<file path="src/rtl/eth_pkg.sv">
// Shared types and constants for the Ethernet transmit arbiter.
package eth_pkg;

    typedef enum logic [1:0] {
        IDLE     = 2'd0,
        PREAMBLE = 2'd1,
        DATA     = 2'd2,
        GAP      = 2'd3
    } eth_state_e;

    localparam int unsigned PREAMBLE_DIBITS    = 32;
    localparam logic [1:0]  PREAMBLE_DIBIT     = 2'b01;
    localparam logic [1:0]  SFD_DIBIT          = 2'b11;
    localparam int unsigned IFG_DIBITS_DEFAULT = 48;
    localparam int unsigned PAY_CNT_W          = 13;
    localparam int unsigned TMR_W              = 16;

endpackage

</file>
<file path="src/rtl/eth_tx_arbiter_if.sv">
// Requester/transmit bundle between two frame sources and the arbiter.
interface eth_tx_arbiter_if;
    logic [1:0] req;
    logic       src0_axiiv;
    logic [1:0] src0_axiid;
    logic       src1_axiiv;
    logic [1:0] src1_axiid;
    logic [1:0] gnt;
    logic       axiov;
    logic [1:0] axiod;
    logic       busy;
    logic       err;

    // Requester side drives requests and dibits.
    modport master (
        output req, src0_axiiv, src0_axiid, src1_axiiv, src1_axiid,
        input  gnt, axiov, axiod, busy, err
    );

    // Arbiter side.
    modport slave (
        input  req, src0_axiiv, src0_axiid, src1_axiiv, src1_axiid,
        output gnt, axiov, axiod, busy, err
    );
endinterface

</file>
<file path="src/rtl/rr_arb2.sv">
// Two-way round-robin selector: single request wins, ties go to the one not served last.
module rr_arb2 (
    input  logic [1:0] req,
    input  logic       last,
    output logic [1:0] win
);

    // One-hot winner; zero when nobody requests.
    always_comb begin
        win = 2'b00;
        case (req)
            2'b01:   win = 2'b01;
            2'b10:   win = 2'b10;
            2'b11:   win = last ? 2'b01 : 2'b10;
            default: win = 2'b00;
        endcase
    end

endmodule

</file>
<file path="src/rtl/eth_tx_arbiter.sv">
// Arbitrates two frame sources onto one RMII dibit stream: preamble+SFD, payload, inter-frame gap.
module eth_tx_arbiter
    import eth_pkg::*;
#(
    parameter int unsigned IFG_DIBITS = IFG_DIBITS_DEFAULT,
    parameter int unsigned MAX_DIBITS = 6072
) (
    input logic              clk,
    input logic              rst,
    eth_tx_arbiter_if.slave  bus
);

    localparam logic [TMR_W-1:0]     PRE_LAST = TMR_W'(PREAMBLE_DIBITS - 2);
    localparam logic [TMR_W-1:0]     IFG_LAST = TMR_W'(IFG_DIBITS - 1);
    localparam logic [PAY_CNT_W-1:0] MAX_LAST = PAY_CNT_W'(MAX_DIBITS - 1);

    eth_state_e           state_q, state_d;
    logic [1:0]           gnt_q, gnt_d;
    logic                 axiov_q, axiov_d;
    logic [1:0]           axiod_q, axiod_d;
    logic                 busy_q, busy_d;
    logic                 err_q, err_d;
    logic                 win_q, win_d;
    logic                 last_q, last_d;
    logic [PAY_CNT_W-1:0] cnt_q, cnt_d;
    logic [TMR_W-1:0]     tmr_q, tmr_d;
    logic [1:0]           sel;
    logic                 src_v;
    logic [1:0]           src_d;

    rr_arb2 u_rr_arb2 (
        .req  (bus.req),
        .last (last_q),
        .win  (sel)
    );

    // Only the current winner's stream is visible to the datapath.
    always_comb begin
        src_v = win_q ? bus.src1_axiiv : bus.src0_axiiv;
        src_d = win_q ? bus.src1_axiid : bus.src0_axiid;
    end

    // Next-state and registered-output logic.
    always_comb begin
        state_d = state_q;
        gnt_d   = gnt_q;
        axiov_d = 1'b0;
        axiod_d = 2'b00;
        err_d   = 1'b0;
        win_d   = win_q;
        last_d  = last_q;
        cnt_d   = cnt_q;
        tmr_d   = tmr_q;
        unique case (state_q)
            IDLE: begin
                if (sel != 2'b00) begin
                    state_d = PREAMBLE;
                    win_d   = sel[1];
                    last_d  = sel[1];
                    cnt_d   = '0;
                    tmr_d   = '0;
                    axiov_d = 1'b1;
                    axiod_d = PREAMBLE_DIBIT;
                end
            end
            PREAMBLE, DATA: begin
                if (gnt_q == 2'b00) begin
                    // Preamble body; grant rises together with the SFD dibit.
                    tmr_d   = tmr_q + TMR_W'(1);
                    axiov_d = 1'b1;
                    if (tmr_q == PRE_LAST) begin
                        axiod_d = SFD_DIBIT;
                        gnt_d   = win_q ? 2'b10 : 2'b01;
                    end else begin
                        axiod_d = PREAMBLE_DIBIT;
                    end
                end else if (src_v) begin
                    axiov_d = 1'b1;
                    axiod_d = src_d;
                    state_d = DATA;
                    if (cnt_q != '1) begin
                        cnt_d = cnt_q + PAY_CNT_W'(1);
                    end
                    if (cnt_q == MAX_LAST) begin
                        gnt_d   = 2'b00;
                        err_d   = 1'b1;
                        state_d = GAP;
                        tmr_d   = '0;
                    end
                end else begin
                    gnt_d   = 2'b00;
                    err_d   = (cnt_q == '0);
                    state_d = GAP;
                    tmr_d   = '0;
                end
            end
            GAP: begin
                // Count only silent cycles so an oversize tail dibit does not eat into the gap.
                if (!axiov_q) begin
                    if (tmr_q == IFG_LAST) begin
                        state_d = IDLE;
                    end else begin
                        tmr_d = tmr_q + TMR_W'(1);
                    end
                end
            end
        endcase
        busy_d = (state_d != IDLE);
    end

    // State and output registers.
    always_ff @(posedge clk or negedge rst) begin
        if (!rst) begin
            state_q <= IDLE;
            gnt_q   <= 2'b00;
            axiov_q <= 1'b0;
            axiod_q <= 2'b00;
            busy_q  <= 1'b0;
            err_q   <= 1'b0;
            win_q   <= 1'b0;
            last_q  <= 1'b1;
            cnt_q   <= '0;
            tmr_q   <= '0;
        end else begin
            state_q <= state_d;
            gnt_q   <= gnt_d;
            axiov_q <= axiov_d;
            axiod_q <= axiod_d;
            busy_q  <= busy_d;
            err_q   <= err_d;
            win_q   <= win_d;
            last_q  <= last_d;
            cnt_q   <= cnt_d;
            tmr_q   <= tmr_d;
        end
    end

    assign bus.gnt   = gnt_q;
    assign bus.axiov = axiov_q;
    assign bus.axiod = axiod_q;
    assign bus.busy  = busy_q;
    assign bus.err   = err_q;

endmodule

</file>
<file path="src/flat_wrapper.sv">
// flat-port wrapper written by rule: the top's interface ports become plain ports
module eth_tx_arbiter_flat import eth_pkg::*;
#(
    parameter int unsigned IFG_DIBITS = IFG_DIBITS_DEFAULT,
    parameter int unsigned MAX_DIBITS = 6072
)
  (clk, rst, bus_req, bus_src0_axiiv, bus_src0_axiid, bus_src1_axiiv, bus_src1_axiid, bus_gnt, bus_axiov, bus_axiod, bus_busy, bus_err);
  eth_tx_arbiter_if bus_i ();
  input logic clk;
  input logic rst;
  input wire logic [$bits(bus_i.req)-1:0] bus_req;
  input wire logic [$bits(bus_i.src0_axiiv)-1:0] bus_src0_axiiv;
  input wire logic [$bits(bus_i.src0_axiid)-1:0] bus_src0_axiid;
  input wire logic [$bits(bus_i.src1_axiiv)-1:0] bus_src1_axiiv;
  input wire logic [$bits(bus_i.src1_axiid)-1:0] bus_src1_axiid;
  output wire logic [$bits(bus_i.gnt)-1:0] bus_gnt;
  output wire logic [$bits(bus_i.axiov)-1:0] bus_axiov;
  output wire logic [$bits(bus_i.axiod)-1:0] bus_axiod;
  output wire logic [$bits(bus_i.busy)-1:0] bus_busy;
  output wire logic [$bits(bus_i.err)-1:0] bus_err;
  assign bus_i.req = bus_req;
  assign bus_i.src0_axiiv = bus_src0_axiiv;
  assign bus_i.src0_axiid = bus_src0_axiid;
  assign bus_i.src1_axiiv = bus_src1_axiiv;
  assign bus_i.src1_axiid = bus_src1_axiid;
  assign bus_gnt = bus_i.gnt;
  assign bus_axiov = bus_i.axiov;
  assign bus_axiod = bus_i.axiod;
  assign bus_busy = bus_i.busy;
  assign bus_err = bus_i.err;
  eth_tx_arbiter #(.IFG_DIBITS(IFG_DIBITS), .MAX_DIBITS(MAX_DIBITS)) u_core (.clk(clk), .rst(rst), .bus(bus_i));
endmodule
</file>
<file path="config.mk">
export PLATFORM = sky130hd
export DESIGN_NAME = eth_tx_arbiter_flat
export DESIGN_NICKNAME = d
export VERILOG_FILES = /design/src/rtl/eth_pkg.sv /design/src/rtl/eth_tx_arbiter_if.sv /design/src/rtl/rr_arb2.sv /design/src/rtl/eth_tx_arbiter.sv /design/src/flat_wrapper.sv
export SDC_FILE = /design/constraint.sdc
export NUM_CORES = 1
export LEC_CHECK = 0
export CAP_MARGIN = 20
export CORE_MARGIN = 2
export CORE_UTILIZATION = 30
export CTS_CLUSTER_SIZE = 8
export DETAILED_ROUTE_END_ITERATION = 6
export PLACE_DENSITY = 0.51
export SLEW_MARGIN = 10
export SYNTH_ARGS = -nofsm -noshare
export SYNTH_HDL_FRONTEND = slang
export SYNTH_SLANG_ARGS = --single-unit
</file>
<file path="constraint.sdc">
create_clock -name clk -period 2.3 [get_ports clk]
set_input_delay 0.345 -clock clk [delete_from_list [all_inputs] [get_ports clk]]
set_output_delay 0.345 -clock clk [all_outputs]
set_load 0.02 [all_outputs]
</file>
==> flow_summary.json, run 1 <==
{
  "clock_path_buffers": 2,
  "cts_hold_buf": 0,
  "antenna_cells": 0,
  "fp.coreArea_sq_um": 7770,
  "port_buffers": 16,
  "hold_class": "in2async",
  "antenna_found_initial": 0,
  "startpoint": "u_core.tmr_q[10]$_DFFE_PN0P_",
  "drt_pass1_iterations": 5,
  "setup_viol": 0,
  "wire_per_inst_microns": 15.7,
  "postCtsSetupRepairBufs": 0,
  "globalplace.congestion": 0.840,
  "crit_chain": "nor4_1 > nand3_1 > o31ai_1 > nand2_1 > nor3_1",
  "viasPerCell": 5.43,
  "required_ns": 2.45,
  "fmax_mhz": 464,
  "rsz0062_at_grt": "false",
  "slew_headroom": 0.609,
  "ys_async_sr_fraction": 1.00,
  "path_clk_slew_ns": 0.08,
  "total_power_w": 0.00339,
  "path_max_fanout": 7,
  "cts.repair.resized": 0,
  "drv_slew": 0,
  "start_kind": "flip-flop",
  "die_h_microns": 93.7,
  "placed_cell_area_sq_um": 2850,
  "hpwl_mm": 4.58,
  "final_antenna_net_count": 0,
  "max_stage_delay_ns": 0.46,
  "grt.total_usage": 0.154,
  "pwr_density_cell_nw_per_um2": 1150,
  "r2r-start": "u_core.tmr_q[10]$_DFFE_PN0P_",
  "skew_ns": 0.00858,
  "initial_core_util": 0.311,
  "seq_area_frac_synth": 0.415,
  "drcViolationCount": 0,
  "grt_first_pass_wirelength_mm": 10.6,
  "critPathCapture": "u_core.bus.axiod[1]$_DFF_PN0_",
  "cts_buffers": 5,
  "syn_to_final_growth_pct": 22.1,
  "rr_endpoint": "u_core.bus.axiod[1]$_DFF_PN0_",
  "synth_flop_cell": "dfrtp_1",
  "ys_seq_elements": 40,
  "drt_iter0_markers": 94,
  "netlist_area_sq_um": 2410,
  "hold_viol": 0,
  "vias": 2146,
  "die_w_microns": 93.7,
  "synth.area.top_cells": "dfrtp_1, a31oi_1, o31ai_1",
  "met2_length_mm": 2.78,
  "dieArea_sq_um": 8780,
  "fp-row-count": 32,
  "cts_max_level": 2,
  "layout_commonest_cell": "dfrtp_1",
  "wl_met3_microns": 180,
  "ff2ff_path_depth": 5,
  "peakVddDrop_v": 0.000475,
  "cp.arrival_ns": 2.31,
  "synth_top_area_share": 0.404,
  "layout_common_cells": "dfrtp_1, buf_4, a31oi_1",
  "dr.max_layer_used": "met4",
  "grt_pass1_vias": 2130,
  "path_class": "reg2reg",
  "grt_overflow": 0,
  "io_pins": 17,
  "syn_area_per_cell_sq_um": 9.46,
  "grt_max_degree": 26,
  "synth_cell_types": 58,
  "outcome": "finished, final reports clean",
  "cts_sinks": 40,
  "finalWorstSetupSlack_ns": 0.145,
  "r2r_slack_ns": 0.14,
  "endpoint_kind": "flip-flop",
  "yosys.area.top_type": "dfrtp_1",
  "drt-met1-wl_mm": 3.11,
  "post-route-period-util": 0.937,
  "ys_warn_count": 0,
  "clk_latency_ns": 0.30,
  "p_leak_nw": 1.25,
  "period_needed_ns": 2.16,
  "maxCapViolCount": 0,
  "cts_tree": "yes",
  "drive_gt1_frac": 0.181,
  "design_area_sq_um": 2950,
  "slowest_stage": "dfrtp_1",
  "place_ws_ns": -0.00520,
  "root_buffer": "clkbuf_8",
  "drt_wl_total_mm": 6.19,
  "tightest_slew_ns": 0.586,
  "synth-edff-count": 0,
  "netlist_instances": 255,
  "final_util": 0.379,
  "synth_nets": 271,
  "layout.nets": 308
}
Yosys cell counts, types with 2 or more instances:
| library cell | count |
|---|---|
| dfrtp_1 | 39 |
| nor3_1 | 5 |
| o22a_1 | 2 |
| inv_1 | 11 |
| a21oi_1 | 8 |
| and3_1 | 6 |
| or2_2 | 2 |
| ha_1 | 6 |
| buf_2 | 2 |
| clkbuf_1 | 5 |
| o21ai_1 | 4 |
| nand3_1 | 13 |
| a41oi_1 | 9 |
| a31oi_1 | 19 |
| and2_1 | 2 |
| nor4_1 | 5 |
| nand4_1 | 6 |
| and4_1 | 2 |
| a21o_1 | 2 |
| o21a_1 | 7 |
| o211ai_1 | 4 |
| o21ai_0 | 15 |
| nand2_1 | 17 |
| nand2b_1 | 3 |
| mux2_2 | 2 |
| nor2_1 | 15 |
| o31ai_1 | 13 |
logic make-up (layout without fill, tap and decap cells):
logic type / after synthesis / after routing / synth area share
buffers and inverters: 20 / 58 / 0.0368
DFF: 40 / 40 / 0.415
adders and majority gates: 6 / 6 / 0.0311
muxes: 5 / 5 / 0.0244
AOI/OAI and AO/OA: 94 / 94 / 0.268
and+or+nand+nor: 90 / 90 / 0.225
report_power, final:
part	internal, W	leakage [nW]	switching (W)
clock network	0.000240	0.0510	0.000260
logic	0.000846	0.664	0.00101
registers	0.000874	0.530	0.000163
total	0.00196	1.25	0.00143
worst min-delay path by stage:
stage / start / endpoint / slack [ns]
after floorplan: rst / u_core.bus.axiod[0]$_DFF_PN0_ / 0.05
after global placement: rst / u_core.bus.axiod[1]$_DFF_PN0_ / 0.40
after detailed placement: rst / u_core.bus.axiod[1]$_DFF_PN0_ / 0.41
after CTS: rst / u_core.tmr_q[14]$_DFFE_PN0P_ / 0.07
after global routing: rst / u_core.tmr_q[14]$_DFFE_PN0P_ / 0.09
final: rst / u_core.tmr_q[14]$_DFFE_PN0P_ / 0.04
through the flow:
step / std cells / TNS, ns / hold WS [ns]
after global routing: 395 / 0 / 0.0863
after global placement: 387 / 0 / 0.402
after detailed placement: 387 / -0.00520 / 0.405
final: 395 / 0 / 0.0390
after floorplan: 255 / 0 / 0.0494
after CTS: 395 / 0 / 0.0687
registers in the layout, summed over array words and instances, names as in the netlist:
name / count
u_core.tmr_q: 16
u_core.cnt_q: 13
u_core.bus.axiod: 2
u_core.bus.gnt: 2
u_core.state_q: 2
u_core.bus.axiov: 1
u_core.bus.busy: 1
u_core.bus.err: 1
u_core.last_q: 1
u_core.win_q: 1
layout make-up:
class                           count  area [sq um]
Timing Repair Buffer               39           353
Fill cell                         829          4820
Inverter                           11          41.3
Tap cell                          102           128
Multi-Input combinational cell    195          1330
Sequential cell                    40          1000
Clock inverter                      2          10.0
Clock buffer                        6          82.6
per-layer routing:
layer | vias up | global-route usage
met2 | 32 | 0.233
met4 | 0 | 0.0495
met1 | 1034 | 0.216
li1 | 1071 | -
met5 | - | 0
met3 | 9 | 0.0377
worst max-delay path: cells and delay by family (launching register included):
kind | cells | cell delay, ns
compound gates | 1 | 0.46
flops | 1 | 0.46
simple gates | 4 | 1.09
Note: power is estimated with default switching activity, not from simulation.
==> run 2, diff against run 1 <==
--- a/config.mk
+++ b/config.mk
@@ -6,10 +6,12 @@
 export NUM_CORES = 1
 export LEC_CHECK = 0
 export CAP_MARGIN = 20
+export CORE_ASPECT_RATIO = 1.75
 export CORE_MARGIN = 2
 export CORE_UTILIZATION = 30
 export CTS_CLUSTER_SIZE = 8
 export DETAILED_ROUTE_END_ITERATION = 6
+export HOLD_SLACK_MARGIN = 0.02
 export PLACE_DENSITY = 0.51
 export SLEW_MARGIN = 10
 export SYNTH_ARGS = -nofsm -noshare
==> run 2 against run 1 <==
Compared with the run above: count of clock-buffer cells in the layout unchanged; register-to-register slack is essentially flat; largest cell class unchanged; worst hold slack improved by 0.47 ns.
==> flow_summary.json, run 2 (synthesis results as in run 1) <==
{
  "outcome": "finished, final reports clean",
  "cts_max_level": 2,
  "fp-row-count": 43,
  "holdWs_ns": 0.508,
  "skew_ns": 0.00307,
  "cp.arrival_ns": 2.33,
  "dieArea_sq_um": 8810,
  "layout_common_cells": "dfrtp_1, buf_4, a31oi_1",
  "largest-register": "u_core.tmr_q",
  "cts_buffers": 5,
  "final_antenna_net_count": 0,
  "max_stage_delay_ns": 0.59,
  "largest_reg_flops": 16,
  "path_clk_slew_ns": 0.06,
  "root_buffer": "clkbuf_16",
  "grt_pass1_vias": 2287,
  "grt.total_usage": 0.168,
  "period_needed_ns": 2.15,
  "tns_ns": 0,
  "slew_headroom": 0.543,
  "pwr_density_cell_nw_per_um2": 1190,
  "endpoint_kind": "flip-flop",
  "drv_slew": 0,
  "syn_to_final_growth_pct": 24.8,
  "drt_iter0_markers": 75,
  "antenna_cells": 0,
  "globalplace.congestion": 0.835,
  "cts_sinks": 40,
  "clock_path_buffers": 2,
  "layout_commonest_cell": "dfrtp_1",
  "required_ns": 2.47,
  "hold_viol": 0,
  "drt_pass1_iterations": 4,
  "hold_class": "reg2reg",
  "rsz0062_at_grt": "false",
  "cts_tree": "yes",
  "die_w_microns": 71.8,
  "grt_max_degree": 18,
  "die_h_microns": 123,
  "crit_chain": "inv_1 > ha_1 > o21ai_1 > nand3b_4 > or4b_4 > o21a_1 > o22a_1",
  "dp.cells": 380,
  "reg.largest.list": "u_core.tmr_q: 16 flops, u_core.cnt_q: 13 flops",
  "vias": 2183,
  "grt_first_pass_wirelength_mm": 11.2,
  "fp.coreArea_sq_um": 7860,
  "tightest_slew_ns": 0.682,
  "initial_core_util": 0.307,
  "layout.nets": 314,
  "wire_per_inst_microns": 17.8,
  "slowest_stage": "or4b_4",
  "io_pins": 17,
  "p_leak_nw": 1.30,
  "setup_viol": 0,
  "path_class": "reg2reg",
  "num-fill-cells": 818,
  "drive_gt1_frac": 0.191,
  "post-route-period-util": 0.937,
  "viasPerCell": 5.61,
  "antenna_found_initial": 0,
  "drcViolationCount": 0,
  "peakVddDrop_v": 0.000368,
  "port_buffers": 16,
  "stdcell_count": 389,
  "fmax_mhz": 464,
  "drt_wl_total_mm": 6.92,
  "total_power_w": 0.00358,
  "start_kind": "flip-flop",
  "hpwl_mm": 5.34,
  "clk_latency_ns": 0.29,
  "grt_overflow": 0,
  "maxCapViolCount": 0,
  "path_max_fanout": 5
}
[run 2: cell count changes in the layout (fill, tap and decap cells not counted)]
cell	before	now
buf_12	2	0
buf_4	21	28
clkbuf_16	0	5
clkbuf_8	6	1
dlygate4sd3_1	0	1
nand2b_2	1	0
nand2b_4	0	1
o21ai_1	2	3
o21ai_2	2	1
[run 2: final timing paths]
check                                       startpoint                           end  slack (ns)  cells after the start
min in group asynchronous                          rst   u_core.cnt_q[7]$_DFFE_PN0P_        0.52                      2
max in group asynchronous                          rst     u_core.last_q$_DFFE_PN1P_        1.20                      3
min                        u_core.tmr_q[7]$_DFFE_PN0P_   u_core.tmr_q[7]$_DFFE_PN0P_        0.51                      1
max reg2reg                u_core.state_q[0]$_DFF_PN0_  u_core.cnt_q[10]$_DFFE_PN0P_        0.15                      7
max                        u_core.state_q[0]$_DFF_PN0_  u_core.cnt_q[10]$_DFFE_PN0P_        0.15                      7
min reg2reg                u_core.tmr_q[7]$_DFFE_PN0P_   u_core.tmr_q[7]$_DFFE_PN0P_        0.51                      1
[run 2: per-layer routing]
| metal | GRT usage | part of all wire | vias to the layer above |
|---|---|---|---|
| li1 | - | - | 1080 |
| met1 | 0.165 | 0.38 | 1053 |
| met2 | 0.325 | 0.56 | 32 |
| met3 | 0.0328 | 0.024 | 18 |
| met4 | 0.0825 | 0.034 | 0 |
| met5 | 0 | 0 | - |
[run 2: report_power, final]
group | switching [W] | internal (W)
Combinational | 0.00104 | 0.000802
Clock | 0.000285 | 0.000428
Sequential | 0.000150 | 0.000876
[run 2: layout make-up]
cell class	instances	area, sq um	area share
clock inverters	2	10.0	0.00332
repair buffers	45	375	0.125
well taps	90	113	0.0374
inverters	11	41.3	0.0137
flip-flops and latches	40	1000	0.333
multi-input cells	195	1330	0.442
clock buffers	6	139	0.0461
[run 2: timing repair]
item                                   4_1_cts  5_1_grt
endpoints found under the hold margin       15        0
hold buffers                                 1        0
gates resized for setup                      0        2
buffers inserted                             0        0
setup endpoints to repair                    0       11
[run 2: critical path: cells and delay by family, from the launching register on]
family / cells / cell delay (ns)
buf+inv: 1 / 0.06
fa+ha+maj: 1 / 0.33
compound gates: 3 / 0.46
flops: 1 / 0.41
simple gates: 2 / 0.78
[run 2: per-stage QoR]
stage / instance area [sq um] / utilization / setup WS (ns)
final: 3010 / 0.383 / 0.146
after global routing: 3010 / 0.383 / 0.00616
after CTS: 3000 / 0.382 / 0.0124
after detailed placement: 2840 / 0.362 / -0.0211
after global placement: 2840 / 0.362 / 0.0252
after floorplan: 2410 / - / 0.183
==> run 3, diff against run 2 <==
--- a/config.mk
+++ b/config.mk
@@ -9,7 +9,6 @@
 export CORE_ASPECT_RATIO = 1.75
 export CORE_MARGIN = 2
 export CORE_UTILIZATION = 30
-export CTS_CLUSTER_SIZE = 8
 export DETAILED_ROUTE_END_ITERATION = 6
 export HOLD_SLACK_MARGIN = 0.02
 export PLACE_DENSITY = 0.51
==> results of run 3 <==
Same layout as run 2: the final DEF is identical, and so are final timing and power.
